===== src/rtl/display_scanout.sv =====
`default_nettype none
`timescale 1ns/1ps
// ============================================================================
// Module   : display_scanout
// Function : Raster timing generator that reads one complete buffered frame
//            in raster order and hands the buffer back via Buf1Empty.
//            Optional idle colour bars: define SCANOUT_COLORBAR_EN.
// Revision : 1.0
// ============================================================================
module display_scanout #(
  parameter int H_ACTIVE = 100,
  parameter int V_ACTIVE = 100,
  parameter int H_FP     = 4,
  parameter int H_SYNC   = 8,
  parameter int H_BP     = 8,
  parameter int V_FP     = 2,
  parameter int V_SYNC   = 2,
  parameter int V_BP     = 4
) (
  input  logic        clk,
  input  logic        reset,
  input  logic        Buffer1Full,
  input  logic [7:0]  R1,
  input  logic [7:0]  G1,
  input  logic [7:0]  B1,
  output logic        RE1,
  output logic [19:0] Addr1,
  output logic        Buf1Empty,
  output logic [7:0]  R_out,
  output logic [7:0]  G_out,
  output logic [7:0]  B_out,
  output logic        de,
  output logic        hsync,
  output logic        vsync,
  output logic        frame_done
);

  localparam int H_TOTAL = H_ACTIVE + H_FP + H_SYNC + H_BP;
  localparam int V_TOTAL = V_ACTIVE + V_FP + V_SYNC + V_BP;
  localparam int HW      = $clog2(H_TOTAL);
  localparam int VW      = $clog2(V_TOTAL);

  localparam logic [HW-1:0] H_LAST  = HW'(H_TOTAL - 1);
  localparam logic [HW-1:0] H_ACT_C = HW'(H_ACTIVE);
  localparam logic [HW-1:0] HS_BEG  = HW'(H_ACTIVE + H_FP);
  localparam logic [HW-1:0] HS_END  = HW'(H_ACTIVE + H_FP + H_SYNC);
  localparam logic [VW-1:0] V_LAST  = VW'(V_TOTAL - 1);
  localparam logic [VW-1:0] V_ACT_C = VW'(V_ACTIVE);
  localparam logic [VW-1:0] VS_BEG  = VW'(V_ACTIVE + V_FP);
  localparam logic [VW-1:0] VS_END  = VW'(V_ACTIVE + V_FP + V_SYNC);
  localparam logic [19:0]   ADDR_LAST = 20'(H_ACTIVE * V_ACTIVE - 1);

  typedef enum logic [1:0] {
    S_EMPTY = 2'd0,
    S_READY = 2'd1,
    S_SCAN  = 2'd2
  } state_t;

  state_t          state_q, state_d;
  logic [HW-1:0]   h_cnt_q, h_cnt_d;
  logic [VW-1:0]   v_cnt_q, v_cnt_d;
  logic            full_prev_q;
  logic            re1_q, re1_d;
  logic [19:0]     addr_q, addr_d;
  logic            frame_done_q, frame_done_d;
  logic            de1_q, hs1_q, vs1_q, scan1_q;
  logic            de_q, hs_q, vs_q;
  logic [23:0]     pix_q, pix_d;
  logic [23:0]     idle_rgb;
  logic            frame_wrap, full_rise, last_read;
  logic            act_now, act_next, hs_now, vs_now;

  always_comb begin
    h_cnt_d = h_cnt_q + HW'(1);
    v_cnt_d = v_cnt_q;
    if (h_cnt_q == H_LAST) begin
      h_cnt_d = '0;
      v_cnt_d = (v_cnt_q == V_LAST) ? '0 : v_cnt_q + VW'(1);
    end
  end

  assign frame_wrap = (h_cnt_q == H_LAST) && (v_cnt_q == V_LAST);
  assign full_rise  = Buffer1Full && !full_prev_q;
  assign last_read  = re1_q && (addr_q == ADDR_LAST);
  assign act_now    = (h_cnt_q < H_ACT_C) && (v_cnt_q < V_ACT_C);
  assign act_next   = (h_cnt_d < H_ACT_C) && (v_cnt_d < V_ACT_C);
  assign hs_now     = !((h_cnt_q >= HS_BEG) && (h_cnt_q < HS_END));
  assign vs_now     = !((v_cnt_q >= VS_BEG) && (v_cnt_q < VS_END));

  // READY arms on the last clock of a frame so SCAN owns the whole next frame.
  always_comb begin
    state_d      = state_q;
    frame_done_d = 1'b0;
    case (state_q)
      S_EMPTY: if (full_rise)  state_d = S_READY;
      S_READY: if (frame_wrap) state_d = S_SCAN;
      S_SCAN: begin
        if (last_read) begin
          state_d      = S_EMPTY;
          frame_done_d = 1'b1;
        end
      end
      default: state_d = S_EMPTY;
    endcase
    re1_d = (state_d == S_SCAN) && act_next;
    if (frame_wrap)  addr_d = '0;
    else if (re1_q)  addr_d = addr_q + 20'd1;
    else             addr_d = addr_q;
  end

`ifdef SCANOUT_COLORBAR_EN
  localparam int            BAR_W   = (H_ACTIVE / 8 > 0) ? H_ACTIVE / 8 : 1;
  localparam logic [HW-1:0] BAR_W_C = HW'(BAR_W);
  logic [HW-1:0] bar_num;
  logic [2:0]    bar_idx;
  logic [23:0]   bar_rgb_d, bar_rgb_q;

  // Bar order maps to RGB as R=~idx[1], G=~idx[2], B=~idx[0].
  always_comb begin
    bar_num   = h_cnt_q / BAR_W_C;
    bar_idx   = (bar_num > HW'(7)) ? 3'd7 : bar_num[2:0];
    bar_rgb_d = {{8{~bar_idx[1]}}, {8{~bar_idx[2]}}, {8{~bar_idx[0]}}};
  end

  always_ff @(posedge clk or negedge reset) begin
    if (!reset) bar_rgb_q <= '0;
    else        bar_rgb_q <= bar_rgb_d;
  end

  assign idle_rgb = bar_rgb_q;
`else
  assign idle_rgb = '0;
`endif

  always_comb begin
    pix_d = '0;
    if (de1_q) pix_d = scan1_q ? {R1, G1, B1} : idle_rgb;
  end

  always_ff @(posedge clk or negedge reset) begin
    if (!reset) begin
      state_q      <= S_EMPTY;
      h_cnt_q      <= '0;
      v_cnt_q      <= '0;
      full_prev_q  <= 1'b1;  // a level already high at release is not an edge
      re1_q        <= 1'b0;
      addr_q       <= '0;
      frame_done_q <= 1'b0;
      de1_q        <= 1'b0;
      hs1_q        <= 1'b1;
      vs1_q        <= 1'b1;
      scan1_q      <= 1'b0;
      de_q         <= 1'b0;
      hs_q         <= 1'b1;
      vs_q         <= 1'b1;
      pix_q        <= '0;
    end else begin
      state_q      <= state_d;
      h_cnt_q      <= h_cnt_d;
      v_cnt_q      <= v_cnt_d;
      full_prev_q  <= Buffer1Full;
      re1_q        <= re1_d;
      addr_q       <= addr_d;
      frame_done_q <= frame_done_d;
      de1_q        <= act_now;
      hs1_q        <= hs_now;
      vs1_q        <= vs_now;
      scan1_q      <= re1_q;
      de_q         <= de1_q;
      hs_q         <= hs1_q;
      vs_q         <= vs1_q;
      pix_q        <= pix_d;
    end
  end

  assign RE1                   = re1_q;
  assign Addr1                 = addr_q;
  assign Buf1Empty             = (state_q == S_EMPTY);
  assign frame_done            = frame_done_q;
  assign {R_out, G_out, B_out} = pix_q;
  assign de                    = de_q;
  assign hsync                 = hs_q;
  assign vsync                 = vs_q;

endmodule
`default_nettype wire


===== config.mk =====
export PLATFORM = sky130hd
export DESIGN_NAME = display_scanout
export DESIGN_NICKNAME = d
export VERILOG_FILES = /design/src/rtl/display_scanout.sv
export SDC_FILE = /design/constraint.sdc
export NUM_CORES = 1
export LEC_CHECK = 0
export ABC_AREA = 0
export CAP_MARGIN = 30
export CORE_ASPECT_RATIO = 1.1
export CORE_MARGIN = 8
export CORE_UTILIZATION = 38
export DETAILED_ROUTE_END_ITERATION = 7
export PLACE_DENSITY_LB_ADDON = 0.15
export SETUP_SLACK_MARGIN = 0.5
export SYNTH_ARGS = -nofsm -noshare
export SYNTH_HDL_FRONTEND = slang
export SYNTH_SLANG_ARGS = --single-unit

===== constraint.sdc =====
create_clock -name clk -period 2.3 [get_ports clk]
set_input_delay 0.46 -clock clk [delete_from_list [all_inputs] [get_ports clk]]
set_output_delay 0.46 -clock clk [all_outputs]
set_load 0.01 [all_outputs]

==> results.md, run 1 <==
* Post-synth ARST share at 100%
* CP required at 2520 ps
* Setup Skew at 6.30 ps
* Largest net degree at the start of global routing at 29
* Die height at 108 µm
* Avg Synthesized Cell Area at 11.0 µm²
* Setup TNS at 0 ps
* Area of the die at 10800 µm²
* Worst skew pair latency at 340 ps
* Status: completed
* Synth Register Bits at 70
* Syn. warnings at 0
* Internal power at 0.00173 W
* Max_cap viols at 0
* Num CTS Buffers at 9
* Worst hold path class: in -> async
* Sw Ratio at 21.6%
* Number of synthesized flops with an enable pin at 0
* Peak supply drop at 0.231 mV
* Least-Margin Pin Slew at 625 ps
* Post-route DRC at 0
* Unrepaired setup endpoints after global routing: false
* Grt ovf at 0
* Crit path DAT at 1980 ps
* Synth Instances at 265
* Seq. cell area at 1770 µm²
* Area contributors post-synth: dfrtp_1 (56%), and3_1 (6.0%), dfstp_2 (4.5%)
* Slew HR at 58.3%
* Dpl cell area at 3810 µm²
* Synth-to-Final Area Change at 44.7%
* P per Cell Area at 522 nW/µm²
* Synth Flop Type: dfrtp_1
* H-tree depth at 3
* Clock-pin slew on the worst setup and hold paths at 70 ps
* Hpwl dp at 4870 µm
* Clk pwr share at 40.3%
* Cell area after layout at 4230 µm²
* Crit Path Class: reg -> reg
* Worst r2r src: v_cnt_q[0]
* Fin crit share at 76.4%
* Input/output buffers at 76
* Fmax at 569 MHz
* First-pass GRT wire length at 11200 µm
* Inserted Diodes at 0
* Routed Antenna Nets at 0
* NetSw at 0.000476 W
* Worst Setup SP: v_cnt_q[0]
* Post-synth top area cell: dfrtp_1
* Syn Nets at 295
* Die boundary width at 99.7 µm
* Antenna violations before repair at 0
* Row cnt at 33
* Post-synth top area share at 55.6%
* Synth Cell Area at 2930 µm²
* Fraction of layout cells with a size suffix above 1 at 18.5%
* Starting DRC count in detailed routing at 104
* Maximum clock insertion buffer count at 2
* I/O pin total at 77
* Nature of the critical path startpoint: flip-flop
* Core Footprint at 7470 µm²
* Comb power frac at 3.6%
* # setup viols final at 0
* WL/cell at 15.0 µm
* Count of cell types in the netlist at 40
* Drt total wl at 7120 µm
* CP Cell Sequence: ha_4 -> nand3_1 -> nor3_1 -> xor2_1 -> a31oi_2 -> o311a_1
* CP peak stage delay at 450 ps
* Seq/Total Area, Yosys at 60.1%
* Clock sink count at 70
* Final nets at 393
* Max-slew violations at 0
* Crit path time final at 1760 ps
* Fillers at 650
* Hold Vio Cnt, Final at 0
* Vias in the first global route at 2203
* CP max-delay cell: dfrtp_1
* Via count at 2314
* Multi-input logic area at 1190 µm²
* DR pass1 iterations at 4
* Vias per cell at 4.89
* Crit. End Element: flip-flop
* Clock Tree Root: clkbuf_8
* CTS tree: yes
* Sequential share of power at 56.0%
* Worst-path fanout max at 5
* GRT Overall Usage at 13.3%
* Pleak at 2.10 nW
* RePlAce Congestion at 0.835
* Initial Utilization at 39.1%
power by group through the flow:
stage / Sequential (W) / Clock [W] / Combinational [W]
after detailed placement: 0.00126 / 0 / 0.0000841
final: 0.00124 / 0.000890 / 0.0000802
after global routing: 0.00124 / 0.000982 / 0.0000904
after CTS: 0.00124 / 0.000920 / 0.0000837
after global placement: 0.00126 / 0 / 0.0000836
after floorplan: 0.00126 / 0 / 0.00000505
synth_stat cells, types with 2 or more instances:
library cell	n
o21ai_0	7
nand2b_1	5
and4_1	3
nand4_1	7
nor2_1	26
dfrtp_1	65
and3_1	28
and2_1	2
xor2_1	14
nor3_1	12
inv_1	4
buf_2	2
xnor2_1	8
o311ai_0	2
nor3b_1	3
clkbuf_1	9
a21oi_1	5
or4_1	2
ha_1	3
nand2_1	25
a21o_1	2
dfstp_2	5
nand3_1	9
area by class of cell:
class                           instances  area share (%)
Inverter                                4           0.355
Clock buffer                           13            3.75
Clock inverter                          3           0.443
Sequential cell                        70            41.8
Multi-Input combinational cell        179            28.1
Tap cell                              105            3.10
Timing Repair Buffer                   99            22.5
path summary, 6_finish.rpt:
| path | to | depth (start not counted) | slack (ps) |
|---|---|---|---|
| min in group clk | hsync | 0 | 360 |
| max in group asynchronous | pix_q[18] | 2 | 1580 |
| worst min register to register | hsync | 0 | 360 |
| worst max register to register | RE1 | 6 | 540 |
| worst min-delay path | h_cnt_q[6] | 1 | 140 |
| worst max-delay path | RE1 | 6 | 540 |
worst max-delay path: cells and delay by family (launching register included):
| family | cells | cell delay, ps |
|---|---|---|
| and+or+nand+nor | 2 | 330 |
| xor gates and xnor gates | 1 | 260 |
| adders and majority gates | 1 | 200 |
| AOI/OAI and AO/OA | 2 | 400 |
| DFF | 1 | 450 |
flip-flops by register name, indices dropped and copies added (netlist names):
signal,flops
Addr1,20
RE1,1
de,1
de1_q,1
frame_done,1
full_prev_q,1
h_cnt_q,7
hs1_q,1
hsync,1
pix_q,24
scan1_q,1
state_q,2
v_cnt_q,7
vs1_q,1
vsync,1
routing by layer:
| layer | track usage [%] | up-vias | part of all wire (%) |
|---|---|---|---|
| met3 | 4.95 | 10 | 6.8 |
| met1 | 17.2 | 1108 | 47 |
| met5 | 0 | - | 0 |
| li1 | - | 1118 | - |
| met2 | 19.3 | 78 | 45 |
| met4 | 6.39 | 0 | 1.4 |
kinds of logic after synthesis:
group / after synthesis / synth area share [%]
AO/OA/AOI/OAI: 23 / 5.30
XOR/XNOR: 22 / 6.59
adder cells (fa/ha/maj): 3 / 1.28
buffers and inverters: 16 / 2.39
flip-flops: 70 / 60.1
multiplexers: 1 / 0.342
AND/OR/NAND/NOR: 130 / 24.0
cells in the final DEF (no fill, tap or decap), types with 2 or more instances in the layout:
cell type	Yosys	final
clkdlybuf4s50_1	0	59
dfrtp_1	65	55
and3_1	28	28
nor2_1	26	25
nand2_1	25	23
buf_4	0	21
xor2_1	14	14
nor3_1	12	11
clkbuf_8	0	11
dfrtp_2	0	10
nand3_1	9	9
dlygate4sd2_1	0	9
xnor2_1	8	8
nand4_1	7	7
o21ai_0	7	7
dlymetal6s2s_1	0	7
a21oi_1	5	5
nand2b_1	5	5
dfstp_2	5	5
inv_1	4	4
nor3b_1	3	3
and4_1	3	3
nand2_2	0	2
or4_1	2	2
and2_1	2	2
a21o_1	2	2
ha_4	0	2
clkbuf_1	9	2
clkinv_2	0	2
stage by stage:
step / setup slack, ps / utilization [%] / hold slack (ps) / total power (W) / cells
floorplan: 509 / - / 164 / 0.00127 / 265
global placement: 384 / 51.0 / 346 / 0.00134 / 439
detailed placement: 351 / 51.0 / 348 / 0.00134 / 439
CTS: 502 / 54.9 / 151 / 0.00224 / 466
global route: 340 / 56.6 / 170 / 0.00231 / 473
finish: 543 / 56.6 / 136 / 0.00221 / 473
repair_timing:
item,CTS,global route
hold endpoints to repair,0,0
buffers inserted,11,7
resized for setup,24,18
hold buffers,0,0
pin swaps,4,5
gates cloned,0,0
endpoints found under the setup margin,42,31
Power figures use the tool's default switching activity.
==> run 2: changes to the inputs <==
clock period = 1.62 ns   (was 2.3 ns; I/O delays follow)
==> results.md, run 2 (synthesis gave the netlist of run 1 again) <==
* Status: finished, violations left
* Failing checks: hold timing, setup timing
* Minimum hold slack at -1.79 ps (-138 ps)
* CTS tree: yes
* Peak supply drop at 0.473 mV (+100%)
* Die boundary width at 99.7 µm (unchanged)
* Clock-pin slew on the worst setup and hold paths at 80 ps (about the same)
* DR pass1 iterations at 5 (+1)
* Unrepaired setup endpoints after global routing: true
* Starting DRC count in detailed routing at 111 (+6.7%)
* Drt total wl at 8090 µm (+14%)
* Input/output buffers at 76 (unchanged)
* Dpl cell area at 4120 µm² (+8.0%)
* Row cnt at 33 (unchanged)
* P per Cell Area at 720 nW/µm² (+38%)
* CP Cell Sequence: ha_4 -> nand2_4 -> nor2_2 -> buf_4 -> buf_6 -> nand4_1 -> a31oi_1 -> o311a_1
* Area of the die at 10800 µm² (unchanged)
* Worst-path fanout max at 9 (+4)
* Initial Utilization at 39.1% (unchanged)
* Final nets at 444 (+13%)
* CP peak stage delay at 410 ps (-40 ps)
* Fraction of layout cells with a size suffix above 1 at 47.3% (+29 points)
* Setup TNS at -91.8 ps (-91.8 ps)
* Maximum clock insertion buffer count at 2 (unchanged)
* Vias per cell at 4.86 (-0.64%)
* Fillers at 593 (-8.8%)
* Largest net degree at the start of global routing at 71 (+140%)
* # setup viols final at 1 (+1)
* Hold Vio Cnt, Final at 6 (+6)
* Setup ws final at -91.8 ps (-635 ps)
* Max-slew violations at 0 (unchanged)
* Largest register FFs at 24 (unchanged)
* Slew HR at 75.0% (+17 points)
* Vias in the first global route at 2459 (+12%)
* Fin crit share at 106% (+29 points)
* Routed Antenna Nets at 0 (unchanged)
* Setup Skew at 12.5 ps (+6.21 ps)
* Crit Path Class: reg -> reg
* Multi-input logic area at 1340 µm² (+13%)
* CP max-delay cell: dfrtp_1
* Grt ovf at 0 (unchanged)
* Post-route DRC at 0 (unchanged)
* CTS hold repair buffers at 0 (unchanged)
* Most common cell after layout, fill and taps aside: dfrtp_1
* Fmax at 584 MHz (+2.6%)
* Crit path time final at 1710 ps (-45.3 ps)
* Seq. cell area at 1760 µm² (-0.35%)
* GRT Overall Usage at 14.7% (+1.4 points)
* Commonest non-fill, non-tap cells in the layout: dfrtp_1 (60), buf_6 (53), buf_4 (46)
* Synth-to-Final Area Change at 65.1%
* Biggest register: pix_q
* First-pass GRT wire length at 12500 µm (+12%)
* Pleak at 2.39 nW (+14%)
* RePlAce Congestion at 0.834 (-0.16%)
* Core Footprint at 7470 µm² (unchanged)
* WL/cell at 15.4 µm (+2.6%)
* I/O pin total at 77 (unchanged)
* Clock sink count at 70 (unchanged)
* Inserted Diodes at 0 (unchanged)
* Antenna violations before repair at 0 (unchanged)
* Cell area after layout at 4830 µm² (+14%)
* CP required at 1820 ps (-700 ps)
* H-tree depth at 3 (unchanged)
* Num CTS Buffers at 9 (unchanged)
* Crit. End Element: flip-flop
* Crit path DAT at 1920 ps (-60 ps)
* Max_cap viols at 0 (unchanged)
* Via count at 2547 (+10%)
* Worst hold path class: in -> async
* Least-Margin Pin Slew at 370 ps (-256 ps)
* Hpwl dp at 5120 µm (+5.1%)
* Die height at 108 µm (unchanged)
* Clock Tree Root: clkbuf_8
* Worst skew pair latency at 330 ps (about the same)
* Nature of the critical path startpoint: flip-flop
run 2: cell count changes in the layout (fill, tap and decap cells not counted), sizes merged, moves of 2 or more:
cell / change
buf: +101
dlymetal6s2s: -7
bufinv: +2
dlygate4sd2: -9
clkdlybuf4s50: -34
clkbuf: -2
run 2: where the power goes:
group	switching [W]	internal, W	total (W)
registers	0.00000286	0.00175	0.00175
clock network	0.000657	0.000951	0.00161
logic	0.0000486	0.0000678	0.000116
total	0.000709	0.00277	0.00348
run 2: path summary, 6_finish.rpt:
path                               end        from  cells past startpoint  slack, ps
max                                RE1  h_cnt_q[1]                      8        -90
min                          pix_q[11]       reset                      2         -2
max reg2reg                        RE1  h_cnt_q[1]                      8        -90
min reg2reg                      vsync       vs1_q                      0        360
max in group asynchronous  full_prev_q       reset                      2       1270
min in group clk                 vsync       vs1_q                      0        360
run 2: stage by stage:
stage	hold WS (ps)	cells	setup slack [ps]	util, %	total power [W]
final	-1.79	524	-91.8	64.6	0.00348
after global routing	12.7	524	-158	64.6	0.00362
after CTS	12.5	515	-47.3	61.2	0.00351
after detailed placement	349	473	-45.3	55.1	0.00190
after global placement	346	473	-0.698	55.1	0.00190
after floorplan	28.4	265	-66.6	-	0.00180
run 2: final cells by class:
class                           instances  share of cell area, %
Clock inverter                          5                   1.68
Tap cell                              105                   2.72
Sequential cell                        70                   36.5
Multi-Input combinational cell        179                   27.7
Timing Repair Buffer                  150                   27.9
Inverter                                4                  0.311
Clock buffer                           11                   3.13
run 2: worst max-delay path: cells and delay by family (launching register included):
kind | cells | cell delay [ps]
buffers and inverters | 2 | 270
AND/OR/NAND/NOR | 3 | 260
flip-flops | 1 | 410
AO/OA/AOI/OAI | 2 | 450
adder cells (fa/ha/maj) | 1 | 180
run 2: timing repair:
| item | 4_1_cts | 5_1_grt |
|---|---|---|
| setup buffers | 25 | 9 |
| pin swaps | 22 | 7 |
| hold endpoints to repair | 0 | 0 |
| cloned | 1 | 0 |
| setup endpoints to repair | 85 | 99 |
| gates resized for setup | 274 | 40 |
run 2: layer usage:
layer  GRT usage (%)  vias to the layer above  routed length (µm)
met5               0                        -                   0
met4            5.09                        0                 142
met3            5.53                        9                 469
met2            21.1                       74                3650
met1            20.0                     1241                3830
li1                -                     1223                   -
==> run 3: changes to the inputs <==
CTS_BUF_LIST = sky130_fd_sc_hd__clkbuf_8 sky130_fd_sc_hd__clkbuf_16   (was unset)
==> results of run 3 <==
The final DEF is identical to that of run 2; final timing and power are the same.
